## config.mk

```make
export PLATFORM = sky130hd
export DESIGN_NAME = ccff_chain_loader
export DESIGN_NICKNAME = d
export VERILOG_FILES = /design/src/rtl/ccff_pkg.sv /design/src/rtl/ccff_word_serializer.sv /design/src/rtl/ccff_chain_loader.sv
export SDC_FILE = /design/constraint.sdc
export NUM_CORES = 1
export LEC_CHECK = 0
export BUFFER_PORTS_ARGS = -buffer_cell sky130_fd_sc_hd__buf_2
export CORE_MARGIN = 1
export CORE_UTILIZATION = 45
export DETAILED_ROUTE_END_ITERATION = 10
export PLACE_DENSITY = 0.61
export SYNTH_ARGS = -nofsm -noshare
export SYNTH_HDL_FRONTEND = slang
export SYNTH_HIERARCHICAL = 1
export SYNTH_SLANG_ARGS = --single-unit
```

## constraint.sdc

```tcl
create_clock -name prog_clk -period 4 [get_ports prog_clk]
set_clock_uncertainty 0.05 [all_clocks]
set_input_delay 1 -clock prog_clk [delete_from_list [all_inputs] [get_ports prog_clk]]
set_output_delay 1 -clock prog_clk [all_outputs]
set_load 0.005 [all_outputs]
```

## src/rtl/ccff_pkg.sv

```systemverilog
// Shared types and sizing for the configuration-chain loader.
package ccff_pkg;

  typedef enum logic [1:0] {
    StIdle,
    StLoad,
    StDone,
    StErr
  } state_e;

  // Chain length of sb_0__1_: 14 muxes x 2 config bits.
  localparam int unsigned SB_0__1_CHAIN_LEN = 28;
  localparam int unsigned DEFAULT_DATA_W    = 8;

  function automatic int unsigned ceil_div(input int unsigned num, input int unsigned den);
    return (num + den - 1) / den;
  endfunction

endpackage

```

## src/rtl/ccff_word_serializer.sv

```systemverilog
// Holds one bitstream word and presents it LSB first, one bit per cycle, on registered outputs.
module ccff_word_serializer #(
  parameter  int unsigned DATA_W = 8,
  localparam int unsigned NbW    = $clog2(DATA_W + 1)
) (
  input  logic              clk_i,
  input  logic              rst_ni,
  input  logic              load_i,
  input  logic [DATA_W-1:0] data_i,
  input  logic [NbW-1:0]    nbits_i,
  output logic              bit_o,
  output logic              strobe_o,
  output logic              final_bit_o
);

  // word_q holds the bits still to come; head_q is the bit being presented now.
  logic [DATA_W-1:0] word_q, word_d;
  logic [NbW-1:0]    bit_idx_q, bit_idx_d;
  logic [NbW-1:0]    nbits_q, nbits_d;
  logic              active_q, active_d;
  logic              head_q, head_d;

  assign final_bit_o = active_q && (bit_idx_q == nbits_q - NbW'(1));
  assign bit_o       = head_q;
  assign strobe_o    = active_q;

  always_comb begin
    word_d    = word_q;
    bit_idx_d = bit_idx_q;
    nbits_d   = nbits_q;
    active_d  = active_q;
    head_d    = head_q;
    if (load_i) begin
      word_d    = data_i >> 1;
      head_d    = data_i[0];
      bit_idx_d = '0;
      nbits_d   = nbits_i;
      active_d  = 1'b1;
    end else if (active_q && !final_bit_o) begin
      head_d    = word_q[0];
      word_d    = word_q >> 1;
      bit_idx_d = bit_idx_q + NbW'(1);
    end else begin
      active_d = 1'b0;
      head_d   = 1'b0;
    end
  end

  always_ff @(posedge clk_i or negedge rst_ni) begin
    if (!rst_ni) begin
      word_q    <= '0;
      bit_idx_q <= '0;
      nbits_q   <= '0;
      active_q  <= 1'b0;
      head_q    <= 1'b0;
    end else begin
      word_q    <= word_d;
      bit_idx_q <= bit_idx_d;
      nbits_q   <= nbits_d;
      active_q  <= active_d;
      head_q    <= head_d;
    end
  end

endmodule

```

## src/rtl/ccff_chain_loader.sv

```systemverilog
// Streams a bitstream into a configuration chain, checks its length and the chain tail.
module ccff_chain_loader
  import ccff_pkg::*;
#(
  parameter int unsigned CHAIN_LEN = SB_0__1_CHAIN_LEN,
  parameter int unsigned DATA_W    = DEFAULT_DATA_W
) (
  input  logic              prog_clk,
  input  logic              pReset,
  input  logic              start,
  input  logic [DATA_W-1:0] s_data,
  input  logic              s_valid,
  input  logic              s_last,
  output logic              s_ready,
  output logic              ccff_head,
  output logic              ccff_shift_en,
  input  logic              ccff_tail,
  output logic              busy,
  output logic              done,
  output logic              err_len,
  output logic              err_tail
);

  localparam int unsigned NumWords = ceil_div(CHAIN_LEN, DATA_W);
  localparam int unsigned LastBits = CHAIN_LEN - DATA_W * (NumWords - 1);
  localparam int unsigned CntW     = $clog2(CHAIN_LEN + 1);
  localparam int unsigned WordCntW = $clog2(NumWords + 1);
  localparam int unsigned NbW      = $clog2(DATA_W + 1);

  state_e              state_q, state_d;
  logic [CntW-1:0]     bit_cnt_q, bit_cnt_d;
  logic [WordCntW-1:0] word_cnt_q, word_cnt_d;
  logic                last_q, last_d;
  logic                done_q, done_d;
  logic                err_len_q, err_len_d;
  logic                err_tail_q, err_tail_d;
  logic                first_load_q, first_load_d;

  logic                ser_final;
  logic                ser_load;
  logic                accept;
  logic                is_final_word;
  logic                words_left;
  logic                early_last;
  logic [NbW-1:0]      word_nbits;

  assign is_final_word = (word_cnt_q == WordCntW'(NumWords - 1));
  assign words_left    = (word_cnt_q < WordCntW'(NumWords));
  // Ready when the buffer is empty or on its last bit, so words stream without gaps.
  assign s_ready       = (state_q == StLoad) && words_left && (!ccff_shift_en || ser_final);
  assign accept        = s_valid && s_ready;
  // A premature s_last word is dropped rather than pushed into the chain.
  assign early_last    = accept && s_last && !is_final_word;
  assign ser_load      = accept && !early_last;
  assign word_nbits    = is_final_word ? NbW'(LastBits) : NbW'(DATA_W);

  assign busy     = (state_q == StLoad);
  assign done     = done_q;
  assign err_len  = err_len_q;
  assign err_tail = err_tail_q;

  ccff_word_serializer #(
    .DATA_W (DATA_W)
  ) u_serializer (
    .clk_i       (prog_clk),
    .rst_ni      (pReset),
    .load_i      (ser_load),
    .data_i      (s_data),
    .nbits_i     (word_nbits),
    .bit_o       (ccff_head),
    .strobe_o    (ccff_shift_en),
    .final_bit_o (ser_final)
  );

  always_comb begin
    state_d      = state_q;
    bit_cnt_d    = bit_cnt_q;
    word_cnt_d   = word_cnt_q;
    last_d       = last_q;
    done_d       = done_q;
    err_len_d    = err_len_q;
    err_tail_d   = err_tail_q;
    first_load_d = first_load_q;

    // The chain powers up all-zero, so any 1 out of it during the first load is a fault.
    if (first_load_q && ccff_shift_en && ccff_tail) begin
      err_tail_d = 1'b1;
    end

    unique case (state_q)
      StIdle, StDone, StErr: begin
        if (start) begin
          state_d    = StLoad;
          done_d     = 1'b0;
          err_len_d  = 1'b0;
          bit_cnt_d  = '0;
          word_cnt_d = '0;
          last_d     = 1'b0;
        end
      end
      StLoad: begin
        if (ccff_shift_en && (bit_cnt_q != CntW'(CHAIN_LEN))) begin
          bit_cnt_d = bit_cnt_q + CntW'(1);
        end
        if (accept) begin
          word_cnt_d = word_cnt_q + WordCntW'(1);
          if (is_final_word) begin
            last_d = s_last;
          end
        end
        if (early_last) begin
          state_d      = StErr;
          err_len_d    = 1'b1;
          first_load_d = 1'b0;
        end else if (bit_cnt_d == CntW'(CHAIN_LEN)) begin
          first_load_d = 1'b0;
          if (last_q) begin
            state_d = StDone;
            done_d  = 1'b1;
          end else begin
            state_d   = StErr;
            err_len_d = 1'b1;
          end
        end
      end
      default: state_d = StIdle;
    endcase
  end

  always_ff @(posedge prog_clk or negedge pReset) begin
    if (!pReset) begin
      state_q      <= StIdle;
      bit_cnt_q    <= '0;
      word_cnt_q   <= '0;
      last_q       <= 1'b0;
      done_q       <= 1'b0;
      err_len_q    <= 1'b0;
      err_tail_q   <= 1'b0;
      first_load_q <= 1'b1;
    end else begin
      state_q      <= state_d;
      bit_cnt_q    <= bit_cnt_d;
      word_cnt_q   <= word_cnt_d;
      last_q       <= last_d;
      done_q       <= done_d;
      err_len_q    <= err_len_d;
      err_tail_q   <= err_tail_d;
      first_load_q <= first_load_d;
    end
  end

endmodule

```

* Word-level counts from Yosys, hierarchy flattened *
Cells that the tools add are included.

word-level totals
  flip-flop bits (word level) = 33
  input bits = 14
  output and inout port bits = 7
  logic and storage cells = 95

operators by class
  add/subtract/negate cells = 4
  magnitude comparators = 1
  equal/unequal tests = 16
  mux-type cells = 35
  reductions and logical operators = 26

operators by type and width
  kind                                                              number
  1-bit 2-to-1 mux                                                  16
  8-bit 2-to-1 mux                                                  2
  5-bit 2-to-1 mux                                                  3
  4-bit 2-to-1 mux                                                  3
  1-bit logical AND                                                 11
  5-bit case mux with 2 select lines                                1
  2-bit by 1-bit != test with 1-bit output (second input constant)  4
  2-bit 2-to-1 mux                                                  3
  3-bit 2-to-1 mux                                                  2
  2-bit != test (second input constant)                             3
  1-bit case mux with 2 select lines                                3
  3-bit case mux with 2 select lines                                1
  2-bit AND reduction                                               3
  3-bit AND reduction                                               2
  5-bit by 1-bit adder with 5-bit output (second input constant)    1
  5-bit equality test (second input constant)                       1
  5-bit != test (second input constant)                             1
  4-bit by 1-bit adder with 4-bit output (second input constant)    1
  2-bit equality test (second input constant)                       2
  4-bit equality test                                               1
  1-bit logical NOT                                                 4
  2-bit case mux with 2 select lines                                1
  4-bit AND reduction                                               1
  2-bit nonzero test                                                2
  10 further kinds                                                  10

* Longest topological paths before layout *
  depth in word-level cells = 11
  mapped depth = 13
  gate-level depth less buffers = 13

* Modules after synthesis *
Netlist, hierarchy kept.

modules (own cells, without submodules)
  module                instances  cells each  area an instance (µm²)  seq. area each (µm²)
  ccff_word_serializer  1          96          942.2                   425.4
  ccff_chain_loader     1          89          853.3                   376.6

* Worst setup path after synthesis *
No wires, ideal clock.

  path kind = reg2reg
  start = reg u_serializer.nbits_q[0]
  end = reg u_serializer.nbits_q[2]
  library setup time = 0.125 ns
  data arrival time = 2.594 ns
  data required time = 3.825 ns
  setup slack = 1.231 ns
  stages on the path, launching flop included = 12
  path buffers = 1
  period minus slack after synthesis = 2.769 ns
  cells stage by stage = dfrtp_1 -> inv_1 -> ha_1 -> xnor3_1 -> and3_4 -> nand2_1 -> nor2_1 -> nand2b_1 -> nand3_1 -> nor2_1 -> clkbuf_1 -> mux2_2

between the ends
  word-level cells in the longest chain between the ends = 10

ends and longest elaborated chain
  element                                          RTL line                    RTL
  start, declared                                  ccff_word_serializer.sv:19  logic [NbW-1:0] nbits_q, nbits_d;
  start signal, assigned                           ccff_word_serializer.sv:59  nbits_q <= nbits_d;
  4-bit by 1-bit subtractor with 4-bit output (*)  ccff_word_serializer.sv:23  assign final_bit_o = active_q && (bit_idx_q == nbits_q - NbW'(1));
  4-bit equality test (*)                          ccff_word_serializer.sv:23
  1-bit logical AND (*)                            ccff_word_serializer.sv:23
  named net ser_final                              ccff_chain_loader.sv:39     logic ser_final;
  1-bit logical OR (*)                             ccff_chain_loader.sv:50     assign s_ready = (state_q == StLoad) && words_left && (!ccff_shift_en || ser_final);
  1-bit logical AND (*)                            ccff_chain_loader.sv:50
  1-bit logical AND (*)                            ccff_chain_loader.sv:51     assign accept = s_valid && s_ready;
  1-bit logical AND (2 in series)                  ccff_chain_loader.sv:53     assign early_last = accept && s_last && !is_final_word;
  1-bit logical NOT                                ccff_chain_loader.sv:54     assign ser_load = accept && !early_last;
  1-bit logical AND (*)                            ccff_chain_loader.sv:54
  named net ser_load                               ccff_chain_loader.sv:40     logic ser_load;

Mark *: on every way through the listed nets, which the timed path passes. The rest lies on a longest branch.
A chain may end at the register's enable or synchronous reset.

* Worst setup path after layout *
  start = reg u_serializer.nbits_q[0]
  end = out s_ready

between the ends
  word-level cells in the longest chain between the ends = 5

ends and longest elaborated chain
  element                                      RTL line                    RTL
  4-bit by 1-bit subtractor with 4-bit output  ccff_word_serializer.sv:23
  4-bit equality test                          ccff_word_serializer.sv:23
  1-bit logical AND                            ccff_word_serializer.sv:23
  named net ser_final                          ccff_chain_loader.sv:39
  1-bit logical OR                             ccff_chain_loader.sv:50
  1-bit logical AND                            ccff_chain_loader.sv:50
  end, declared                                ccff_chain_loader.sv:14     output logic s_ready,

The timed path passes the listed nets, and every way through them passes these cells.

==> results.json <==
{
  "worst_hold_path_type": "flip-flop to flip-flop",
  "numCtsBuffers": 5,
  "slew_violations": 0,
  "max_freq_ghz": 0.301,
  "port_buffers": 20,
  "holdPathStages": 1,
  "dieArea_sq_mm": 0.00425,
  "area_growth_pct": 13.7,
  "slew_headroom_pct": 52.8,
  "clk_latency_ps": 280,
  "ir_drop_uv": 375,
  "synth_area_leaders": "dfrtp_1, ha_1, nor2_1",
  "postCtsHoldBufs": 0,
  "drt_first_iter_violations": 109,
  "avgSynthCellArea_sq_um": 9.71,
  "tritoncts": "done",
  "cts_sinks": 32,
  "endpoint_kind": "primary output",
  "syn_area_sq_mm": 0.00180,
  "route.detailed.drc": 0,
  "ys.flop_type": "dfrtp_1",
  "wl_mm": 3.71,
  "grt_pass1_vias": 1354,
  "post-cts-setup-buffers": 0,
  "synth_cell_types": 52,
  "synth_top_area_cell": "dfrtp_1",
  "yosysMostFrequentCell": "dfrtp_1",
  "insertedDiodeCount": 0,
  "gp_congestion": 0.825,
  "vias": 1416,
  "p_leak_nw": 0.936,
  "crit_type": "flip-flop to primary output",
  "clkTransAtPathRegs_ps": 70,
  "r2r_cells": 13,
  "place_area_sq_mm": 0.00193,
  "fin_tns_setup_ps": 0,
  "tightest_slew_ps": 708,
  "drv_cap": 0,
  "status": "finished, final reports clean",
  "io_pins": 21,
  "fin_crit_ps": 3320,
  "total_power_mw": 1.66,
  "setup_viol": 0,
  "final_cell_area_sq_mm": 0.00204,
  "synth_top_area_share_pct": 43.2,
  "cts-root-buf": "clkbuf_8",
  "grt_usage_pct": 20.2,
  "die_h_um": 65.2,
  "initial_core_util_pct": 48.0,
  "crit_arrival_ps": 2270,
  "cp_max_fo": 7,
  "antenna_found_initial": 0,
  "post_cts_resized": 0,
  "via_per_inst": 5.55,
  "synth_commonest_cells": "dfrtp_1, nor2_1, inv_1, nand3_1",
  "drive_above_1_share_pct": 20.8,
  "worstSetupStartpointType": "flip-flop",
  "dpl.hpwl_mm": 2.62,
  "fp-row-count": 22,
  "wl_per_cell_um": 14.5,
  "finalHoldViolCount": 0,
  "power_density_mw_per_mm2": 812,
  "rsz0062_at_grt": "no",
  "grt_pass1_wl_mm": 6.35,
  "first_pass_iters": 4,
  "grt_max_degree": 35,
  "nets": 226,
  "cts-htree-levels": 2,
  "die_w_um": 65.2,
  "clockBufferDepth": 2,
  "yosysWarnings": 6,
  "period_share_pct": 82.9,
  "synth_enable_flop_cells": 0,
  "synth.ff_latch_count": 32,
  "synthCells": 185,
  "async_flop_share_pct": 100,
  "overflow": 0,
  "ys_seq_area_share_pct": 44.7,
  "core_sq_mm": 0.00374,
  "ant_nets": 0,
  "cp.required_ps": 2950
}
sequential cells by signal, summed over array words and instances, names as in the netlist:
register	count
state_q	2
u_serializer/strobe_o	1
done	1
word_cnt_q	3
first_load_q	1
err_tail	1
last_q	1
u_serializer/nbits_q	4
u_serializer/word_q	7
err_len	1
bit_cnt_q	5
u_serializer/bit_o	1
u_serializer/bit_idx_q	4
routing by layer:
metal	share of wire (%)	global-route usage, %
met1	46	25.4
met2	49	32.2
met3	4.5	5.56
met4	0.73	8.97
met5	0	0
critical path, stage by stage (launching register included):
cell and delay (ps):
dfrtp_1 410, inv_1 80, ha_1 140, xnor3_1 390
and3_4 180, nand2_1 200, nor2_1 80, nand2b_1 170
and3_1 210, buf_2 120
kinds of logic after synthesis:
logic type | Yosys count | synth area share (%)
xor gates and xnor gates | 6 | 4.53
and+or+nand+nor | 71 | 21.6
muxes | 4 | 2.44
buffers and inverters | 23 | 5.37
adders and majority gates | 6 | 4.18
other | 1 | 0.209
DFF | 32 | 44.7
AOI/OAI and AO/OA | 42 | 17.0
final cells by class:
class                           count  area, sq um
Sequential cell                    32          802
Timing Repair Buffer               21          108
Fill cell                         367         1700
Clock inverter                      3         42.5
Clock buffer                        5         68.8
Multi-Input combinational cell    131          903
Tap cell                           48         60.1
Inverter                           15         56.3
stage by stage:
stage	setup WS [ps]	hold slack [ps]	utilization [%]	cells
after floorplan	1230	399	-	186
after global placement	958	402	51.5	247
after detailed placement	900	410	51.5	247
after CTS	654	427	54.5	255
after global routing	531	437	54.5	255
final	683	419	54.5	255
power breakdown:
group          internal [mW]  switching, mW  leakage, nW
registers              0.458          0.144        0.384
clock network          0.184          0.124       0.0541
logic                  0.334          0.414        0.497
cells in the final DEF, fill, tap and decap left out, types with 3 or more instances in the layout:
cell type / instances
o21ai_0: 10
dfrtp_1: 31
a211oi_1: 3
nor3_1: 5
nor2_1: 16
nand3_1: 11
buf_2: 20
nand2_1: 10
a221oi_1: 5
nor2b_1: 7
nand2b_1: 8
inv_1: 14
mux2_2: 3
a31oi_1: 3
clkbuf_8: 5
ha_1: 6
a21oi_1: 3
worst paths after layout:
check                                              from  slack [ps]                      to
worst max-delay path            u_serializer/nbits_q[0]         680                 s_ready
worst min-delay path                           err_tail         420                err_tail
worst max register to register  u_serializer/nbits_q[0]         890  u_serializer/word_q[5]
worst min register to register                 err_tail         420                err_tail
max in group asynchronous                        pReset        2730            bit_cnt_q[1]
min in group asynchronous                        pReset         720            bit_cnt_q[4]
Note: power is estimated with default switching activity, not from simulation.
